===== src/rtl/secded_encoder_engine.sv =====
// SECDED (16,11) encoder engine.
// Reads NUM_MSG 11-bit messages from byte memory, builds extended Hamming
// codewords and writes them back as two bytes each.
//
// state    | meaning
// ---------+------------------------------------------------------------
// S_IDLE   | waiting for i_req after reset
// S_RD_LO  | present address of source low byte
// S_RD_HI  | capture low byte, present address of source high byte
// S_CALC   | capture d[11:9], register codeword
// S_WR_LO  | write codeword low byte
// S_WR_HI  | write codeword high byte, advance or finish
// S_DONE   | run complete, o_done asserted, i_req restarts
module secded_encoder_engine #(
  parameter int NUM_MSG  = 15,
  parameter int SRC_BASE = 0,
  parameter int DST_BASE = 30
) (
  input  logic       i_clk,
  input  logic       i_reset,      // active low, asynchronous
  input  logic       i_req,
  output logic       o_done,
  output logic [7:0] o_mem_addr,
  output logic       o_mem_wr_en,
  output logic [7:0] o_mem_wdata,
  input  logic [7:0] i_mem_rdata
);

  localparam int              CNT_W = (NUM_MSG > 1) ? $clog2(NUM_MSG) : 1;
  localparam logic [CNT_W-1:0] LAST  = CNT_W'(NUM_MSG - 1);
  localparam logic [7:0]      SRC_B = 8'(SRC_BASE);
  localparam logic [7:0]      DST_B = 8'(DST_BASE);

  typedef enum logic [2:0] {
    S_IDLE  = 3'd0,
    S_RD_LO = 3'd1,
    S_RD_HI = 3'd2,
    S_CALC  = 3'd3,
    S_WR_LO = 3'd4,
    S_WR_HI = 3'd5,
    S_DONE  = 3'd6
  } state_t;

  state_t           r_state;
  state_t           w_next;
  logic [CNT_W-1:0] r_cnt;
  logic [7:0]       r_lo;
  logic [15:0]      r_cw;
  logic             r_done;

  logic [11:1]      w_d;
  logic             w_p8, w_p4, w_p2, w_p1, w_p0;
  logic [15:0]      w_cw;
  logic [7:0]       w_off;
  logic             w_unused;

  // Source high byte bits [7:3] carry no message data.
  assign w_unused = ^i_mem_rdata[7:3];

  // Message word and codeword built from the captured low byte and live high byte.
  always_comb begin
    w_d  = {i_mem_rdata[2:0], r_lo};
    w_p8 = ^w_d[11:5];
    w_p4 = (^w_d[11:8]) ^ (^w_d[4:2]);
    w_p2 = w_d[11] ^ w_d[10] ^ w_d[7] ^ w_d[6] ^ w_d[4] ^ w_d[3] ^ w_d[1];
    w_p1 = w_d[11] ^ w_d[9] ^ w_d[7] ^ w_d[5] ^ w_d[4] ^ w_d[2] ^ w_d[1];
    w_p0 = (^w_d) ^ w_p8 ^ w_p4 ^ w_p2 ^ w_p1;
    w_cw = {w_d[11:5], w_p8, w_d[4:2], w_p4, w_d[1], w_p2, w_p1, w_p0};
    w_off = 8'({r_cnt, 1'b0});
  end

  // State register.
  always_ff @(posedge i_clk or negedge i_reset) begin
    if (!i_reset) r_state <= S_IDLE;
    else          r_state <= w_next;
  end

  // Message counter, captured data, codeword and registered done flag.
  always_ff @(posedge i_clk or negedge i_reset) begin
    if (!i_reset) begin
      r_cnt  <= '0;
      r_lo   <= '0;
      r_cw   <= '0;
      r_done <= 1'b0;
    end else begin
      r_done <= (r_state == S_DONE);
      case (r_state)
        S_IDLE, S_DONE: if (i_req) r_cnt <= '0;
        S_RD_HI:        r_lo <= i_mem_rdata;
        S_CALC:         r_cw <= w_cw;
        S_WR_HI:        if (r_cnt != LAST) r_cnt <= r_cnt + 1'b1;
        default:        ;
      endcase
    end
  end

  // Next-state logic; i_req is only looked at in IDLE and DONE.
  always_comb begin
    w_next = r_state;
    case (r_state)
      S_IDLE:  if (i_req) w_next = S_RD_LO;
      S_RD_LO: w_next = S_RD_HI;
      S_RD_HI: w_next = S_CALC;
      S_CALC:  w_next = S_WR_LO;
      S_WR_LO: w_next = S_WR_HI;
      S_WR_HI: w_next = (r_cnt == LAST) ? S_DONE : S_RD_LO;
      S_DONE:  if (i_req) w_next = S_RD_LO;
      default: w_next = S_IDLE;
    endcase
  end

  // Memory interface outputs decoded from state; all zero outside access states.
  always_comb begin
    o_mem_addr  = 8'd0;
    o_mem_wr_en = 1'b0;
    o_mem_wdata = 8'd0;
    case (r_state)
      S_RD_LO: o_mem_addr = SRC_B + w_off;
      S_RD_HI: o_mem_addr = SRC_B + w_off + 8'd1;
      S_WR_LO: begin
        o_mem_addr  = DST_B + w_off;
        o_mem_wr_en = 1'b1;
        o_mem_wdata = r_cw[7:0];
      end
      S_WR_HI: begin
        o_mem_addr  = DST_B + w_off + 8'd1;
        o_mem_wr_en = 1'b1;
        o_mem_wdata = r_cw[15:8];
      end
      default: ;
    endcase
  end

  assign o_done = r_done;

endmodule


===== config.mk =====
export PLATFORM = sky130hd
export DESIGN_NAME = secded_encoder_engine
export DESIGN_NICKNAME = d
export VERILOG_FILES = /design/src/rtl/secded_encoder_engine.sv
export SDC_FILE = /design/constraint.sdc
export NUM_CORES = 1
export LEC_CHECK = 0
export ABC_AREA = 1
export CAP_MARGIN = 20
export CORE_UTILIZATION = 58
export DETAILED_ROUTE_END_ITERATION = 10
export PLACE_DENSITY_LB_ADDON = 0.05
export RECOVER_POWER = 25
export SLEW_MARGIN = 5
export SYNTH_ARGS = -nofsm -noshare
export SYNTH_HDL_FRONTEND = slang
export SYNTH_SLANG_ARGS = --single-unit

===== constraint.sdc =====
create_clock -name i_clk -period 2.8 [get_ports i_clk]
set_input_delay 0.28 -clock i_clk [delete_from_list [all_inputs] [get_ports i_clk]]
set_output_delay 0.28 -clock i_clk [all_outputs]
set_load 0.005 [all_outputs]

Word-level counts from Yosys, hierarchy flattened:

Index checks and enable logic that the tools add are counted.

* add/subtract/negate cells: 4
* eq/ne operators: 10
* muxes and demuxes: 9
* bitwise gates (word level): 17
* reduce and logical (&&, ||, !) cells: 9

Operators by type and width (number)
* one-hot mux 7 bit (4 select lines): 1
* one-hot mux 3 bit (6 select lines): 1
* bitwise XOR 1 bit: 17
* one-hot mux 8 bit (2 select lines): 1
* parity 11 bit: 1
* == test 3 bit (second input constant): 3
* two-way mux 4 bit: 2
* one-hot mux 4 bit (2 select lines): 1
* adder 6 x 1 -> 7 bit (second input constant): 1
* parity 7 bit: 1
* adder 5 x 1 -> 6 bit (second input constant): 1
* adder 5 x 5 -> 6 bit (first input constant): 1
* == test 3 x 2 -> 1 bit (second input constant): 2
* two-way mux 3 bit: 2
* adder 4 x 1 -> 4 bit (second input constant): 1
* == test 4 bit (second input constant): 1
* != test 4 bit (second input constant): 1
* OR reduction 2 bit: 2
* parity 4 bit: 1
* == test 3 x 1 -> 1 bit (second input constant): 1
* zero test 3 bit: 1
* AND reduction 3 bit: 1
* parity 3 bit: 1
* != test 2 x 1 -> 1 bit (second input constant): 1
* other kinds (3): 3

* bits in registers: 32
* bits of input ports: 11
* output and inout bits: 18
* logic and storage cells: 54

Depth between registers and ports, before layout:

* depth in word-level cells: 8
* depth in mapped cells: 13
* mapped depth without buffers: 13

Least setup slack after synthesis:

OpenSTA, ideal clock, no wires.

* kind: register -> register
* from: register r_cnt[0]
* to: register r_cnt[3]
* setup time: 131 ps
* data arrival time: 1265 ps
* required time: 2669 ps
* path slack: 1404 ps
* stages on the path, launching flop included: 10
* path buffers: 0
* clock period less this slack: 1396 ps
* path through: dfrtp_1 > inv_1 > ha_1 > nand3_1 > nand2_1 > nand2_1 > nand2_2 > nor2_1 > xor2_1 > a31oi_1

* longest elaborated chain between the ends: 3
* elaborated cells on any way between the ends: 6
* classes of those cells: 1 x add/sub; 2 x eq/ne; 2 x mux; 1 x reduce/logical

RTL lines
* start, declared: RTL line 46 `logic [CNT_W-1:0] r_cnt;`
* start signal, assigned: RTL line 91 `S_WR_HI: if (r_cnt != LAST) r_cnt <= r_cnt + 1'b1;`
* adder 4 x 1 -> 4 bit / != test 4 bit (equally long branches): RTL line 91
* two-way mux 4 bit / != test 2 bit (equally long branches)
* one-hot mux 4 bit (2 select lines) / AND reduction 3 bit (equally long branches)

Parallel ways exist; a longest one is shown, timed or not. The select of a mux whose other input is x is not followed.
A chain may end at the register's enable or synchronous reset.

Final worst setup path:

* from: register r_state[0]
* to: output port o_mem_addr[4]

* longest elaborated chain between the ends: 2
* elaborated cells on any way between the ends: 5
* classes of those cells: 4 x eq/ne; 1 x mux

RTL lines
* start, declared: RTL line 44 `state_t r_state;`
* start signal, assigned: RTL line 75 `else r_state <= w_next;`
* == test 3 bit, or another cell as far along: RTL line 117 `case (r_state)`
* one-hot mux 7 bit (4 select lines) (*): RTL line 117
* end, declared: RTL line 23 `output logic [7:0] o_mem_addr,`

Mark *: on every way between the ends. The rest lies on a longest branch, timed or not.

==> metrics.md <==
| Metric | Value |
|---|---|
| TritonCTS Buffers | 5 |
| DR vias | 1710 |
| Number of antenna violations at the first check in global routing | 0 |
| First-pass GRT wire length | 6.62 mm |
| Rel. slew slack | -10.4% |
| Setup clock skew after layout | 0.0143 ns |
| P per Cell Area | 1080 nW/um^2 |
| I/O pin count | 29 |
| Largest voltage drop on the vdd net | 0.634 mV |
| Tightest Pin Transition | 1.66 ns |
| H-Tree Depth | 2 |
| Min-Delay Endpoint | r_cw[0] |
| Seq/Total Area, Yosys | 42.1% |
| Final sum of negative setup slack | 0 ns |
| Portion of netlist area occupied by mux cells | 0% |
| Global Route Usage Sum | 25.7% |
| Synth Area in Simple Gates | 29.8% |
| Number of warnings printed during yosys synthesis | 0 |
| Placeable core area | 3080 um^2 |
| Die span in x | 59.3 um |
| Die outline height | 59.3 um |
| Reg-to-reg critical path endpoint | r_cnt[3] |
| Initial Utilization | 61.8% |
| Worst reg2reg startpoint | r_state[2] |
| Arithmetic-cell share of the synthesized area counting full adders, half adders and majority gates | 1.97% |
| Insertion delay of the later-clocked pin in the worst-skew pair | 0.33 ns |
| Total power of the final layout | 0.00241 W |
| Total Die Area | 3510 um^2 |
| Buffers added on ports | 26 |
| Failing checks | capacitance limit, slew limit |
| Final hold violations | 0 |
| Maximum count of clock buffers along a single path | 2 |
| Static leakage | 1.11 nW |
| # Max-Cap Violations | 1 |
| Crit Path Category | flop to output port |
| Element type at the critical path end | output port |
| Clock period minus final worst setup slack | 2.45 ns |
| Commonest non-fill, non-tap cells in the layout | 98 x nand2_1, 34 x o21ai_0, 32 x dfrtp_1 |
| Area growth from synthesis to layout | 17.4% |
| Average detailed-routed wire length per instance | 11.4 um |
| CTS Sinks | 32 |
| Startpoint of the lowest-slack hold path | r_cw[0] |
| Most common cell after layout, fill and taps aside | nand2_1 |
| DR DRC count | 0 |
| TritonCTS clock tree | yes |
| Final setup violation count | 0 |
| Xor/xnor cell area share of the yosys netlist | 4.60% |
| Diodes inserted | 0 |
| Avg Vias per Cell | 5.06 |
| Cells after synthesis | 266 |
| Mean cell area of the mapped netlist | 7.15 um^2 |
| ANT nets after route | 0 |
| Launching instance or port of the critical path | r_state[0] |
| Class of the tightest hold or removal check | flop to flop |
| Maximum clock frequency | 0.407 GHz |
| Result of the run | finished with violations |
| Leftover overflow at the end of global routing | 0 |
| Cell area after technology mapping | 1900 um^2 |
| Vias in the first global route | 1462 |
| Final Slew Violations | 33 |
| Number of DRC markers in iteration 0 | 91 |
| Startpoint kind of the worst setup timing path | flop |
| Net total in the final layout | 308 |
| Total Routed Length | 3.84 mm |
| Setup slack, reg-to-reg | 0.98 ns |
| HPWL after DPL | 2.98 mm |
| Worst hold path stage count | 2 |
| Arr. time, crit path | 2.17 ns |
| Unrepaired setup endpoints after global routing | no |
| Cell Rows | 20 |
| Highest net fanout along the worst path | 17 |
| Combinational family with the most area after synthesis | simple AND/OR/NAND/NOR gates |
| Ratio of cells with drive above 1 in the final layout | 6.80% |
| Buffer cell driving the clock tree root | clkbuf_4 |
| Number of search-and-repair iterations in the first detailed-routing pass | 4 |
| Data required time of the critical path | 2.52 ns |
| Clock transition at the register clock pins on the worst setup and hold paths after CTS | 0.10 ns |
| Synth Register Bits | 32 |
| Largest net degree at the start of global routing | 33 |
| Library cells used by synthesis | 28 |
| Cell depth of the worst flop-to-flop path | 8 |
| Area fraction in compound gates after synthesis | 11.7% |
| Routability-driven placement congestion ratio | 0.849 |
| Tcrit/Tclk final | 87.7% |
==> cell usage after synthesis, drive strengths merged <==
cell type / number / area [um^2]
nor2: 10 / 52.6
o21ai: 36 / 180
dfrtp: 32 / 801
clkbuf: 1 / 3.75
xor2: 6 / 52.6
a21oi: 1 / 5.00
a31oi: 3 / 18.8
inv: 34 / 130
buf: 7 / 46.3
clkinv: 1 / 3.75
nand2: 101 / 387
conb: 1 / 3.75
nand3: 19 / 100
o22ai: 3 / 18.8
nor3: 2 / 15.0
ha: 3 / 37.5
xnor2: 4 / 35.0
nand4: 2 / 12.5
==> worst max-delay path by stage <==
stage	end	slack (ns)	depth (start not counted)
3_3_place_gp	o_mem_addr[4]	0.57	6
5_1_grt	o_mem_addr[4]	0.14	6
6_report	o_mem_addr[4]	0.35	6
4_1_cts	o_mem_addr[4]	0.16	6
2_1_floorplan	r_cnt[3]	1.40	9
3_5_place_dp	o_mem_addr[4]	0.55	6
==> cells by family (layout without fill, tap and decap cells) <==
kind of cell    Yosys count  count (layout)
xor+xnor                 10              10
buf+inv                  43              70
simple gates            134             134
compound gates           43              43
flops                    32              32
other cells               1               2
fa+ha+maj                 3               3
==> registers in the layout, summed over array words and instances (netlist names) <==
name and count:
r_lo 8, o_done 1, r_cw 16, r_state 3
r_cnt 4
==> timing repair <==
action	in CTS	in global routing
hold buffers	0	0
buffers inserted	0	0
resized for setup	0	1
setup endpoints to repair	0	4
==> power by group <==
part | leakage (nW) | internal (W) | total [W] | switching (W)
Clock | 0.0281 | 0.0000923 | 0.000239 | 0.000146
Sequential | 0.402 | 0.000666 | 0.000834 | 0.000168
Combinational | 0.681 | 0.000542 | 0.00134 | 0.000796
Total | 1.11 | 0.00130 | 0.00241 | 0.00111
==> cell type report <==
| type | count | area (um^2) |
|---|---|---|
| Clock buffer | 6 | 41.3 |
| Clock inverter | 1 | 5.00 |
| Fill cell | 276 | 843 |
| Inverter | 35 | 134 |
| Multi-Input combinational cell | 192 | 927 |
| Sequential cell | 32 | 801 |
| Tap cell | 44 | 55.1 |
| Timing Repair Buffer | 28 | 272 |
==> per-stage QoR <==
step / utilization, % / cells / hold WS, ns / cell area [um^2] / worst slack, ns
final: 72.6 / 338 / 0.489 / 2230 / 0.345
after global routing: 72.6 / 338 / 0.519 / 2230 / 0.142
after CTS: 72.6 / 338 / 0.341 / 2230 / 0.157
after floorplan: - / 267 / -0.0156 / 1910 / 1.40
after global placement: 71.1 / 331 / 0.464 / 2190 / 0.574
after detailed placement: 71.1 / 331 / 0.466 / 2190 / 0.546
==> critical path, cell delays in order (launching register included) <==
cell and delay [ns]:
dfrtp_1 0.41, clkinv_1 0.16, nand2_1 0.14, nor2_4 0.28
nor2_1 0.17, o22ai_1 0.17, clkdlybuf4s50_1 0.51
==> routing by layer <==
| layer | track usage, % | share of wire (%) | vias up | wire length (um) |
|---|---|---|---|---|
| li1 | - | - | 896 | - |
| met5 | 0 | 0 | - | 0 |
| met1 | 38.9 | 51 | 760 | 1950 |
| met3 | 4.15 | 4.9 | 6 | 190 |
| met2 | 35.8 | 42 | 48 | 1630 |
| met4 | 11.9 | 1.8 | 0 | 68 |
No activity file was read; power rests on OpenSTA's default activity.
